==> src/rtl/instr_sequencer.sv <==
// -----------------------------------------------------------------------------
// instr_sequencer
//   Fetch/issue controller of the Thumb core. Owns the PC, fetches one 16-bit
//   instruction at a time, hands it to Decode, then either resolves a branch
//   against NZCV or issues a single exec_en strobe for the decoded uop.
//   Load/store uops wait in MEM until the data-memory access completes.
//
// Ports
//   clk          in   1         core clock, all state changes on posedge
//   reset        in   1         async, active-low
//   imem_req     out  1         fetch request (registered)
//   imem_addr    out  PC_WIDTH  fetch address, always equal to pc
//   imem_ack     in   1         fetch complete, imem_data valid this cycle
//   imem_data    in   16        fetched instruction
//   instruction  out  16        instruction register, drives Decode
//   uop          in   5         decoded micro-op
//   branch_cond  in   4         branch condition, 4'b1111 = not a branch
//   num          in   32        sign-extended halfword branch offset
//   flags        in   4         {N,Z,C,V}
//   ex_stall     in   1         execute not ready, hold in EVAL
//   mem_busy     in   1         data-memory access in progress
//   exec_en      out  1         one-cycle execute strobe
//   pc           out  PC_WIDTH  address of the current instruction
//   state_dbg    out  3         current FSM state (debug visibility)
//
// Handshake: imem_req is raised on entry to FETCH and held, together with a
// stable imem_addr, until the cycle imem_ack is sampled high. That edge
// latches imem_data and drops imem_req. imem_ack is ignored in all other
// states; only one instruction is ever in flight.
// -----------------------------------------------------------------------------
module instr_sequencer #(
  parameter int                    PC_WIDTH = 32,
  parameter logic [PC_WIDTH-1:0]   RESET_PC = '0
) (
  input  logic                clk,
  input  logic                reset,
  output logic                imem_req,
  output logic [PC_WIDTH-1:0] imem_addr,
  input  logic                imem_ack,
  input  logic [15:0]         imem_data,
  output logic [15:0]         instruction,
  input  logic [4:0]          uop,
  input  logic [3:0]          branch_cond,
  input  logic [31:0]         num,
  input  logic [3:0]          flags,
  input  logic                ex_stall,
  input  logic                mem_busy,
  output logic                exec_en,
  output logic [PC_WIDTH-1:0] pc,
  output logic [2:0]          state_dbg
);

  typedef enum logic [2:0] {
    S_IDLE   = 3'd0,
    S_FETCH  = 3'd1,
    S_DECODE = 3'd2,
    S_EVAL   = 3'd3,
    S_MEM    = 3'd4
  } state_t;

  localparam logic [4:0]          UOP_NOP   = 5'd0;
  localparam logic [4:0]          UOP_LDR   = 5'd9;
  localparam logic [4:0]          UOP_STR   = 5'd10;
  localparam logic [3:0]          COND_NONE = 4'b1111;
  localparam logic [PC_WIDTH-1:0] C_TWO     = PC_WIDTH'(2);
  localparam logic [PC_WIDTH-1:0] C_FOUR    = PC_WIDTH'(4);
  localparam logic [PC_WIDTH-1:0] C_PC_RST  = {RESET_PC[PC_WIDTH-1:1], 1'b0};

  state_t              r_state;
  logic [PC_WIDTH-1:0] r_pc;
  logic                r_imem_req;
  logic [15:0]         r_instr;
  logic                r_exec_en;

  logic                w_n, w_z, w_c, w_v;
  logic                w_cond_true;
  logic [PC_WIDTH-1:0] w_num_pc;
  logic [PC_WIDTH-1:0] w_pc_seq;
  logic [PC_WIDTH-1:0] w_pc_branch_raw;
  logic [PC_WIDTH-1:0] w_pc_branch;

  assign {w_n, w_z, w_c, w_v} = flags;

  // Branch target = pc + 4 + (offset << 1), wrapping; bit 0 is always cleared.
  assign w_num_pc        = PC_WIDTH'($signed(num));
  assign w_pc_seq        = r_pc + C_TWO;
  assign w_pc_branch_raw = r_pc + C_FOUR + (w_num_pc << 1);
  assign w_pc_branch     = {w_pc_branch_raw[PC_WIDTH-1:1], 1'b0};

  always_comb begin
    w_cond_true = 1'b0;
    case (branch_cond)
      4'd0:    w_cond_true = w_z;                       // EQ
      4'd1:    w_cond_true = !w_z;                      // NE
      4'd2:    w_cond_true = w_c;                       // CS
      4'd3:    w_cond_true = !w_c;                      // CC
      4'd4:    w_cond_true = w_n;                       // MI
      4'd5:    w_cond_true = !w_n;                      // PL
      4'd6:    w_cond_true = w_v;                       // VS
      4'd7:    w_cond_true = !w_v;                      // VC
      4'd8:    w_cond_true = w_c && !w_z;               // HI
      4'd9:    w_cond_true = !w_c || w_z;               // LS
      4'd10:   w_cond_true = (w_n == w_v);              // GE
      4'd11:   w_cond_true = (w_n != w_v);              // LT
      4'd12:   w_cond_true = !w_z && (w_n == w_v);      // GT
      4'd13:   w_cond_true = w_z || (w_n != w_v);       // LE
      4'd14:   w_cond_true = 1'b1;                      // AL
      default: w_cond_true = 1'b0;                      // not a branch
    endcase
  end

  always_ff @(posedge clk or negedge reset) begin
    if (!reset) begin
      r_state    <= S_IDLE;
      r_pc       <= C_PC_RST;
      r_imem_req <= 1'b0;
      r_instr    <= 16'h0000;
      r_exec_en  <= 1'b0;
    end else begin
      // exec_en is a strobe: cleared every cycle unless EVAL issues.
      r_exec_en <= 1'b0;
      case (r_state)
        S_IDLE: begin
          r_state    <= S_FETCH;
          r_imem_req <= 1'b1;
        end
        S_FETCH: begin
          if (imem_ack) begin
            r_instr    <= imem_data;
            r_imem_req <= 1'b0;
            r_state    <= S_DECODE;
          end
        end
        // Decode settles on the negedge; its outputs are sampled in EVAL.
        S_DECODE: begin
          r_state <= S_EVAL;
        end
        S_EVAL: begin
          if (!ex_stall) begin
            if (branch_cond != COND_NONE) begin
              r_pc       <= w_cond_true ? w_pc_branch : w_pc_seq;
              r_state    <= S_FETCH;
              r_imem_req <= 1'b1;
            end else if (uop == UOP_LDR || uop == UOP_STR) begin
              // pc advances only once the memory access has finished.
              r_exec_en <= 1'b1;
              r_state   <= S_MEM;
            end else begin
              r_exec_en  <= (uop != UOP_NOP);
              r_pc       <= w_pc_seq;
              r_state    <= S_FETCH;
              r_imem_req <= 1'b1;
            end
          end
        end
        S_MEM: begin
          if (!mem_busy) begin
            r_pc       <= w_pc_seq;
            r_state    <= S_FETCH;
            r_imem_req <= 1'b1;
          end
        end
        default: begin
          r_state    <= S_IDLE;
          r_imem_req <= 1'b0;
        end
      endcase
    end
  end

  assign imem_req    = r_imem_req;
  assign imem_addr   = r_pc;
  assign pc          = r_pc;
  assign instruction = r_instr;
  assign exec_en     = r_exec_en;
  assign state_dbg   = r_state;

endmodule
==> config.mk <==
export PLATFORM = sky130hd
export DESIGN_NAME = instr_sequencer
export DESIGN_NICKNAME = d
export VERILOG_FILES = /design/src/rtl/instr_sequencer.sv
export SDC_FILE = /design/constraint.sdc
export NUM_CORES = 1
export LEC_CHECK = 0
export BUFFER_PORTS_ARGS = -buffer_cell sky130_fd_sc_hd__buf_2
export CAP_MARGIN = 20
export CORE_ASPECT_RATIO = 1.4
export CORE_MARGIN = 2
export CORE_UTILIZATION = 34
export CTS_CLUSTER_SIZE = 20
export DETAILED_ROUTE_END_ITERATION = 12
export MAX_ROUTING_LAYER = met4
export SLEW_MARGIN = 10
export SYNTH_ARGS = -nofsm -noshare
export SYNTH_HDL_FRONTEND = slang
export SYNTH_SLANG_ARGS = --single-unit
==> constraint.sdc <==
create_clock -name clk -period 2.8 [get_ports clk]
set_input_delay 0.14 -clock clk [delete_from_list [all_inputs] [get_ports clk]]
set_output_delay 0.14 -clock clk [all_outputs]
set_load 0.02 [all_outputs]
[Word level (Yosys, flattened, before mapping)]
Index checks and enable logic that the tools add are counted.
Word-level totals
  bits in registers: 53
  bits in latches: 0
  input bits: 66
  word-level logic and storage cells: 76
  output and inout bits: 85
  memory bits (read-only): 0
  RAM bits: 0
  memories: 0
Cells by class
  shift operators: 0
  reduce and logical (&&, ||, !) cells: 17
  muxes and demuxes: 23
  $mul: 0
  bitwise operators: 1
  $add $sub $neg: 3
  div/mod/pow operators: 0
  $lt $le $gt $ge: 0
  equality and inequality tests: 27
Operators with widths (count)
  2-to-1 mux 32 bit: 5
  one-hot mux 32 bit (2 select lines): 1
  adder 32 x 2 -> 32 bit (second input constant): 1
  adder 32 x 3 -> 32 bit (second input constant): 1
  adder 32 bit: 1
  equality test 4 bit (second input constant): 7
  equality test 4 x 3 -> 1 bit (second input constant): 4
  2-to-1 mux 3 bit: 5
  one-hot mux 1 bit (15 select lines): 1
  one-hot mux 3 bit (5 select lines): 1
  equality test 5 x 4 -> 1 bit (second input constant): 2
  2-to-1 mux 1 bit: 9
  equality test 4 x 2 -> 1 bit (second input constant): 2
  equality test 3 x 2 -> 1 bit (second input constant): 2
  != test 2 bit (second input constant): 3
  one-hot mux 1 bit (5 select lines): 1
  AND reduction 5 bit: 1
  nonzero test 5 bit: 1
  equality test 4 x 1 -> 1 bit (second input constant): 1
  logical NOT 1 bit: 4
  logical NOT 4 bit: 1
  != test 4 bit (second input constant): 1
  AND reduction 4 bit: 1
  equality test 3 x 1 -> 1 bit (second input constant): 1
  other kinds (11): 14

[Longest topological paths before layout]
Gate-level depths: netlist of the first run.
  depth in word-level cells: 7
  mapped depth: 13
  depth with buffers taken out: 13

[Worst setup path after synthesis of the first run]
OpenSTA, ideal clock, no wires.
  path kind: register -> register
  from: register r_pc[2], in the netlist imem_addr[2]
  to: register r_pc[30], in the netlist imem_addr[30]
  data required time: 2713 ps
  stages on the path, launching flop included: 14
  period minus slack after synthesis: 3194 ps
  library setup time: 87 ps
  slack: -394 ps
  data arrival time: 3108 ps
  buffers on the path: 0
  cells stage by stage: dfrtp_1 inv_1 ha_1 inv_1 ha_1 fa_1 a211oi_1 o211ai_1 nand2_1 o211ai_2 a21o_4 o311ai_2 mux2_4 a211oi_2
On the way
  cells in the longest elaborated chain, start to end: 6
  elaborated cells between the ends (all ways): 9
  classes of those cells: add/sub (3); mux (6)
RTL lines
  from (decl): RTL line 70  | logic [PC_WIDTH-1:0] r_pc;
  from (signal assigned): RTL line 141  | r_pc <= w_cond_true ? w_pc_branch : w_pc_seq;
  from (signal assigned): RTL line 150  | r_pc <= w_pc_seq;
  from (signal assigned): RTL line 158  | r_pc <= w_pc_seq;
  adder 32 x 3 -> 32 bit: RTL line 87  | assign w_pc_branch_raw = r_pc + C_FOUR + (w_num_pc << 1);
  adder 32 bit: RTL line 87
  2-to-1 mux 32 bit: RTL line 141
  2-to-1 mux 32 bit: RTL line 140  | if (branch_cond != COND_NONE) begin
  2-to-1 mux 32 bit: RTL line 139  | if (!ex_stall) begin
  one-hot mux 32 bit (2 select lines) *: RTL line 122  | case (r_state)
Mark *: on every way between the ends. The rest lies on a longest branch, timed or not. The select of a mux whose other input is x is not followed.
A chain may end at the register's enable or synchronous reset.

[Worst setup path after layout of the first run]
Ends and elaborated chain as after synthesis.

==> results.py, run 1 <==
metrics = {
    "floorplan": {
        "core_mm2": 0.0155,
        "top_level_ports": 151,
        "dieArea_mm2": 0.0167,
        "start_util": 0.345,
        "die_w_um": 110,
        "die_h_um": 152,
        "rows": 54,
    },
    "layout": {
        "n_fill_cell": 1583,
        "diodes": 0,
        "area.growth.synth_to_final_pct": 31.4,
        "final_common_cell": "buf_2",
        "layout.nets": 961,
        "layout-drive-gt1-share": 0.371,
        "most-common-layout-cells": "147 x buf_2, 84 x buf_4, 73 x a21oi_1, 52 x ha_1, 49 x dfrtp_1",
        "postLayoutCellArea_mm2": 0.00702,
    },
    "worst_setup_path": {
        "reg2reg_from": "imem_addr[2]$_DFFE_PN0P_",
        "reg2reg_to": "imem_addr[30]$_DFFE_PN0P_",
        "critical-path-top-delay-family": "compound AO/OA/AOI/OAI gates",
        "worstPathArrival_ps": 3060,
        "cp_slowest_cell": "dfrtp_2",
        "crit_fanout": 4,
        "r2r_cells": 13,
        "crit_chain": "inv_2 > ha_4 > inv_2 > ha_4 > fa_2 > a211oi_2 > o211ai_1 > nand2_1 > o211ai_2 > a21o_4 > o311ai_4 > mux2_4 > a211oi_2",
        "cp.depth": 13,
        "crit_path_start": "imem_addr[2]$_DFFE_PN0P_",
        "critPathBufInv": 2,
        "crit_end": "imem_addr[30]$_DFFE_PN0P_",
        "cp-end-kind": "register",
        "critPathMaxStageDelay_ps": 370,
        "rrSetupSlack_ps": -40,
        "setup.worst_path.start_class": "register",
        "required_ps": 3020,
        "crit_type": "register to register",
    },
    "synth": {
        "synth_largest_area_cell": "dfrtp_1",
        "synth_seq_cells": 52,
        "synth.area.top_cells": "dfrtp_1 24%, ha_1 14%, a21oi_1 7.4%",
        "ys.flop_type": "dfrtp_1",
        "ys_types": 72,
        "netlist.area_leader.share": 0.244,
        "ys_warn_count": 0,
        "ys_async_sr_fraction": 1.00,
        "yosysSeqAreaShare": 0.244,
        "avgSynthCellArea_um2": 8.18,
        "synth_edf_count": 0,
        "syn_inst": 653,
        "synth_area_mm2": 0.00534,
    },
    "sta": {
        "fin_skew_ps": 9.95,
        "tns_ps": -35.5,
        "worstMarginPinSlew_ps": 748,
        "max_freq_mhz": 353,
        "drv_slew": 0,
        "setup_viol": 1,
        "fin_ws_ps": -35.5,
        "period_minus_slack_ps": 2840,
        "rsz0062_at_grt": "true",
        "relSlewSlack": 0.501,
        "fin_crit_sh": 1.01,
        "finalHoldViolCount": 0,
    },
    "clocking": {
        "cts_htree_levels": 2,
        "cts_tree": "done",
        "cts.reportedPaths.clkPinSlew_ps": 80,
        "numCtsBuffers": 5,
        "ctsRootBufferMaster": "clkbuf_16",
        "cts.sinks": 52,
        "insertion_delay_ps": 310,
        "clockBufferDepth": 2,
    },
    "routing": {
        "first_pass_iters": 5,
        "viasPerCell": 5.43,
        "antenna_left": 0,
        "num_vias": 5603,
        "drt_iter0_drc": 300,
        "wirelength_um": 16700,
        "drc_errors": 0,
        "post_drt_wl_per_cell_um": 16.2,
    },
    "flow_run": {
        "drv_cap": 0,
    },
    "grt": {
        "grt_pass1_wl_um": 26000,
        "grt_pass1_vias": 5344,
        "antenna_found_initial": 0,
        "grt_use_total": 0.200,
        "grt_overflow": 0,
        "grt_max_degree": 30,
    },
    "hold_path": {
        "hp-class": "input pin to register",
    },
    "placed_design": {
        "port_buffers": 147,
        "gp_congestion": 0.910,
        "hpwl_um": 13000,
        "dpl_cell_area_mm2": 0.00662,
    },
    "pwr": {
        "power_leakage_nw": 3.20,
        "power_mw": 9.02,
        "peakVddDrop_mv": 0.579,
        "p_per_area_mw_per_mm2": 1280,
    },
    "status": {
        "status": "finished, violations left",
        "violations": "setup timing",
    },
}
==> registers in the layout, indices dropped and copies added, names as in the netlist <==
signal,count
imem_addr,31
exec_en,1
imem_req,1
state_dbg,3
instruction,16
==> kinds of logic (layout without fill, tap and decap cells) <==
kind of cell,Yosys count,count (layout),synth area share
DFF,52,52,0.244
xor gates and xnor gates,23,23,0.0377
AOI/OAI and AO/OA,211,211,0.251
other,1,2,0.000702
adders and majority gates,61,61,0.144
muxes,21,21,0.0443
buffers and inverters,78,259,0.0839
and+or+nand+nor,206,206,0.194
==> layout make-up <==
cell class                      count  area (µm²)  area share
Clock buffer                        5         125      0.0178
Inverter                           18        67.6     0.00963
Clock inverter                      3        25.0     0.00357
Sequential cell                    52        1310       0.186
Multi-Input combinational cell    524        3850       0.549
Tap cell                          196         245      0.0349
Timing Repair Buffer              233        1400       0.199
==> metrics by stage <==
| step | instances | worst slack, ps | hold WS [ps] | util |
|---|---|---|---|---|
| after floorplan | 654 | -144 | -156 | - |
| after global placement | 1015 | -123 | 243 | 0.428 |
| after detailed placement | 1015 | -125 | 260 | 0.428 |
| after CTS | 1026 | -65.2 | 52.6 | 0.441 |
| after global routing | 1031 | -157 | 58.0 | 0.454 |
| final | 1031 | -35.5 | 59.5 | 0.454 |
==> Yosys cell counts (5+ instances only) <==
cell type  number
and2_1          5
nand2b_1        7
o21a_1          5
o21ai_0        38
mux2_2         16
o21ai_1         9
ha_1           60
a21oi_1        79
dfrtp_1        52
buf_2          16
a31oi_1         7
clkbuf_1        8
xnor2_1        14
nor2_1         48
xor2_1          9
inv_1          18
nand4_1         8
nand2_1        46
nand3_1        29
buf_4          36
o21bai_1        5
a21o_1         14
a211oi_1        7
o22ai_1         9
and3_1         14
or3_1           6
nor3_1         16
==> what timing repair did <==
action / CTS / global route
hold buffers: 1 / 0
buffers inserted: 2 / 5
pin swaps: 12 / 10
endpoints found under the setup margin: 12 / 15
hold endpoints to repair: 27 / 0
cloned: 0 / 0
resized for setup: 9 / 24
==> metal layers <==
layer / share of wire / wire [µm] / vias to the layer above / global-route usage
li1: - / - / 2747 / -
met1: 0.40 / 6620 / 2639 / 0.222
met2: 0.53 / 8810 / 175 / 0.356
met3: 0.039 / 649 / 42 / 0.0158
met4: 0.037 / 620 / 0 / 0.0874
met5: 0 / 0 / - / -
==> where the power goes <==
part	internal, mW	switching, mW	total [mW]
Sequential	1.11	0.269	1.38
Combinational	3.00	3.96	6.95
Clock	0.340	0.347	0.687
==> worst min path at each step <==
stage | startpoint | to | slack, ps | cells after the start
3_3_place_gp | reset | instruction[7]$_DFFE_PN0P_ | 240 | 1
3_5_place_dp | reset | instruction[5]$_DFFE_PN0P_ | 260 | 1
2_1_floorplan | reset | exec_en$_DFF_PN0_ | -160 | 0
5_1_grt | imem_data[8] | instruction[8]$_DFFE_PN0P_ | 60 | 2
4_1_cts | imem_data[1] | instruction[1]$_DFFE_PN0P_ | 50 | 2
6_report | imem_data[1] | instruction[1]$_DFFE_PN0P_ | 60 | 2
No activity file was read; power rests on OpenSTA's default activity.
==> run 2: changes to the inputs <==
- CORE_UTILIZATION: 34 -> 41
- PLACE_DENSITY: not set -> 0.68
==> run 2 against run 1 <==
Compared with the run above:
- the run still ends with setup timing left
- clock power fell by 4.2%
- total power is 0.18% higher
- first-iteration DRC count is 0.33% lower
- hold slack gained 13 ps
- critical path type unchanged
- largest cell class unchanged
==> results.py, run 2 (synthesis results as in run 1) <==
metrics = {
    "status": {
        "status": "finished, violations left",
        "violations": "setup timing",
    },
    "grt": {
        "grt_overflow": 0,
        "grt_use_total": 0.237,
        "grt_max_degree": 33,
        "antenna_found_initial": 0,
        "grt_pass1_vias": 5569,
        "grt_pass1_wl_um": 26600,
    },
    "sta": {
        "tns_ps": -412,
        "rsz0062_at_grt": "true",
        "max_freq_mhz": 341,
        "relSlewSlack": 0.533,
        "worstMarginPinSlew_ps": 695,
        "hold_ws_ps": 72.9,
        "fin_ws_ps": -131,
        "finalHoldViolCount": 0,
        "period_minus_slack_ps": 2930,
        "setup_viol": 6,
        "fin_crit_sh": 1.05,
        "fin_skew_ps": 10.6,
        "drv_slew": 0,
    },
    "worst_setup_path": {
        "crit_type": "register to register",
        "reg2reg_from": "imem_addr[11]$_DFFE_PN0P_",
        "required_ps": 3020,
        "cp_slowest_cell": "dfrtp_2",
        "cp.depth": 10,
        "crit_chain": "ha_1 > ha_1 > a21oi_1 > o21ai_0 > a31oi_1 > o211ai_2 > a21o_4 > a211oi_2 > mux2_4 > a211oi_2",
        "reg2reg_to": "imem_addr[28]$_DFFE_PN0P_",
        "cp-end-kind": "register",
        "critical-path-top-delay-family": "compound AO/OA/AOI/OAI gates",
        "critPathMaxStageDelay_ps": 410,
        "worstPathArrival_ps": 3150,
        "r2r_cells": 10,
        "rrSetupSlack_ps": -130,
        "crit_fanout": 4,
        "crit_end": "imem_addr[28]$_DFFE_PN0P_",
        "crit_path_start": "imem_addr[11]$_DFFE_PN0P_",
        "setup.worst_path.start_class": "register",
        "critPathBufInv": 0,
    },
    "placed_design": {
        "dpl_cell_area_mm2": 0.00650,
        "gp_congestion": 0.994,
        "dp.cells": 965,
        "hpwl_um": 12900,
        "place_ws_ps": -163,
        "port_buffers": 147,
    },
    "layout": {
        "diodes": 0,
        "largest_reg_flops": 31,
        "n_fill_cell": 1210,
        "postLayoutCellArea_mm2": 0.00695,
        "utilization": 0.542,
        "layout.nets": 957,
        "layoutNonFillerInstCount": 984,
        "most-common-layout-cells": "147 x buf_2, 80 x buf_4, 72 x a21oi_1, 54 x ha_1, 49 x dfrtp_1",
        "final_common_cell": "buf_2",
        "area.growth.synth_to_final_pct": 30.1,
        "layout-drive-gt1-share": 0.373,
    },
    "pwr": {
        "clockPowerShare": 0.073,
        "comb_power_share": 0.775,
        "intPower_mw": 4.44,
        "p_sw_frac": 0.508,
        "power_frac_seq": 0.152,
        "p_per_area_mw_per_mm2": 1300,
        "peakVddDrop_mv": 0.649,
        "power_mw": 9.03,
        "power_leakage_nw": 3.19,
        "p_sw_mw": 4.59,
    },
    "clocking": {
        "cts_htree_levels": 2,
        "clockBufferDepth": 2,
        "numCtsBuffers": 5,
        "cts_tree": "done",
        "insertion_delay_ps": 300,
        "ctsRootBufferMaster": "clkbuf_16",
        "cts.reportedPaths.clkPinSlew_ps": 80,
        "cts.sinks": 52,
    },
    "routing": {
        "drt_iter0_drc": 299,
        "drc_errors": 0,
        "antenna_left": 0,
        "viasPerCell": 5.76,
        "m1WireLength_um": 6430,
        "first_pass_iters": 5,
        "wirelength_um": 16600,
        "num_vias": 5664,
        "wl_met3_um": 824,
        "wl_met2_um": 8840,
        "routed.top_layer": "met4",
        "post_drt_wl_per_cell_um": 16.8,
    },
    "hold_path": {
        "hp-class": "input pin to register",
        "whs_path_depth": 2,
    },
    "floorplan": {
        "die_h_um": 139,
        "dieArea_mm2": 0.0140,
        "rows": 49,
        "top_level_ports": 151,
        "core_mm2": 0.0128,
        "start_util": 0.417,
        "die_w_um": 100,
    },
    "flow_run": {
        "drv_cap": 0,
    },
}
run 2: timing repair:
item / CTS / global route
buffers inserted: 4 / 7
endpoints found under the setup margin: 12 / 16
hold buffers: 1 / 0
cloned: 0 / 0
hold endpoints to repair: 52 / 0
resized for setup: 8 / 34
pin swaps: 13 / 27
run 2: routing by layer:
metal / vias up / track usage
met5: - / -
met4: 0 / 0.0844
met3: 39 / 0.0131
met2: 218 / 0.428
met1: 2676 / 0.272
li1: 2731 / -
run 2: power groups by stage:
stage / combinational [mW] / sequential, mW / clock (mW)
after global routing: 7.64 / 1.42 / 0.698
after detailed placement: 6.44 / 1.38 / 0
final: 7.00 / 1.37 / 0.658
after floorplan: 3.99 / 1.91 / 0
after global placement: 6.34 / 1.36 / 0
after CTS: 6.60 / 1.37 / 0.676
run 2: how the worst min path moves through the flow:
stage                             start                     endpoint  slack (ps)
after floorplan                   reset            exec_en$_DFF_PN0_        -160
after global placement            reset   instruction[8]$_DFFE_PN0P_         130
after detailed placement          reset   instruction[9]$_DFFE_PN0P_         140
after CTS                 imem_data[15]  instruction[15]$_DFFE_PN0P_          70
after global routing       imem_data[7]   instruction[7]$_DFFE_PN0P_          70
final                     imem_data[15]  instruction[15]$_DFFE_PN0P_          70
run 2: area by class of cell:
| class | count | area [µm²] | area share |
|---|---|---|---|
| repair buffers | 229 | 1360 | 0.195 |
| flip-flops and latches | 52 | 1310 | 0.188 |
| inverters | 18 | 67.6 | 0.00972 |
| clock buffers | 5 | 125 | 0.0180 |
| well taps | 153 | 191 | 0.0275 |
| multi-input cells | 524 | 3880 | 0.558 |
| clock inverters | 3 | 27.5 | 0.00396 |
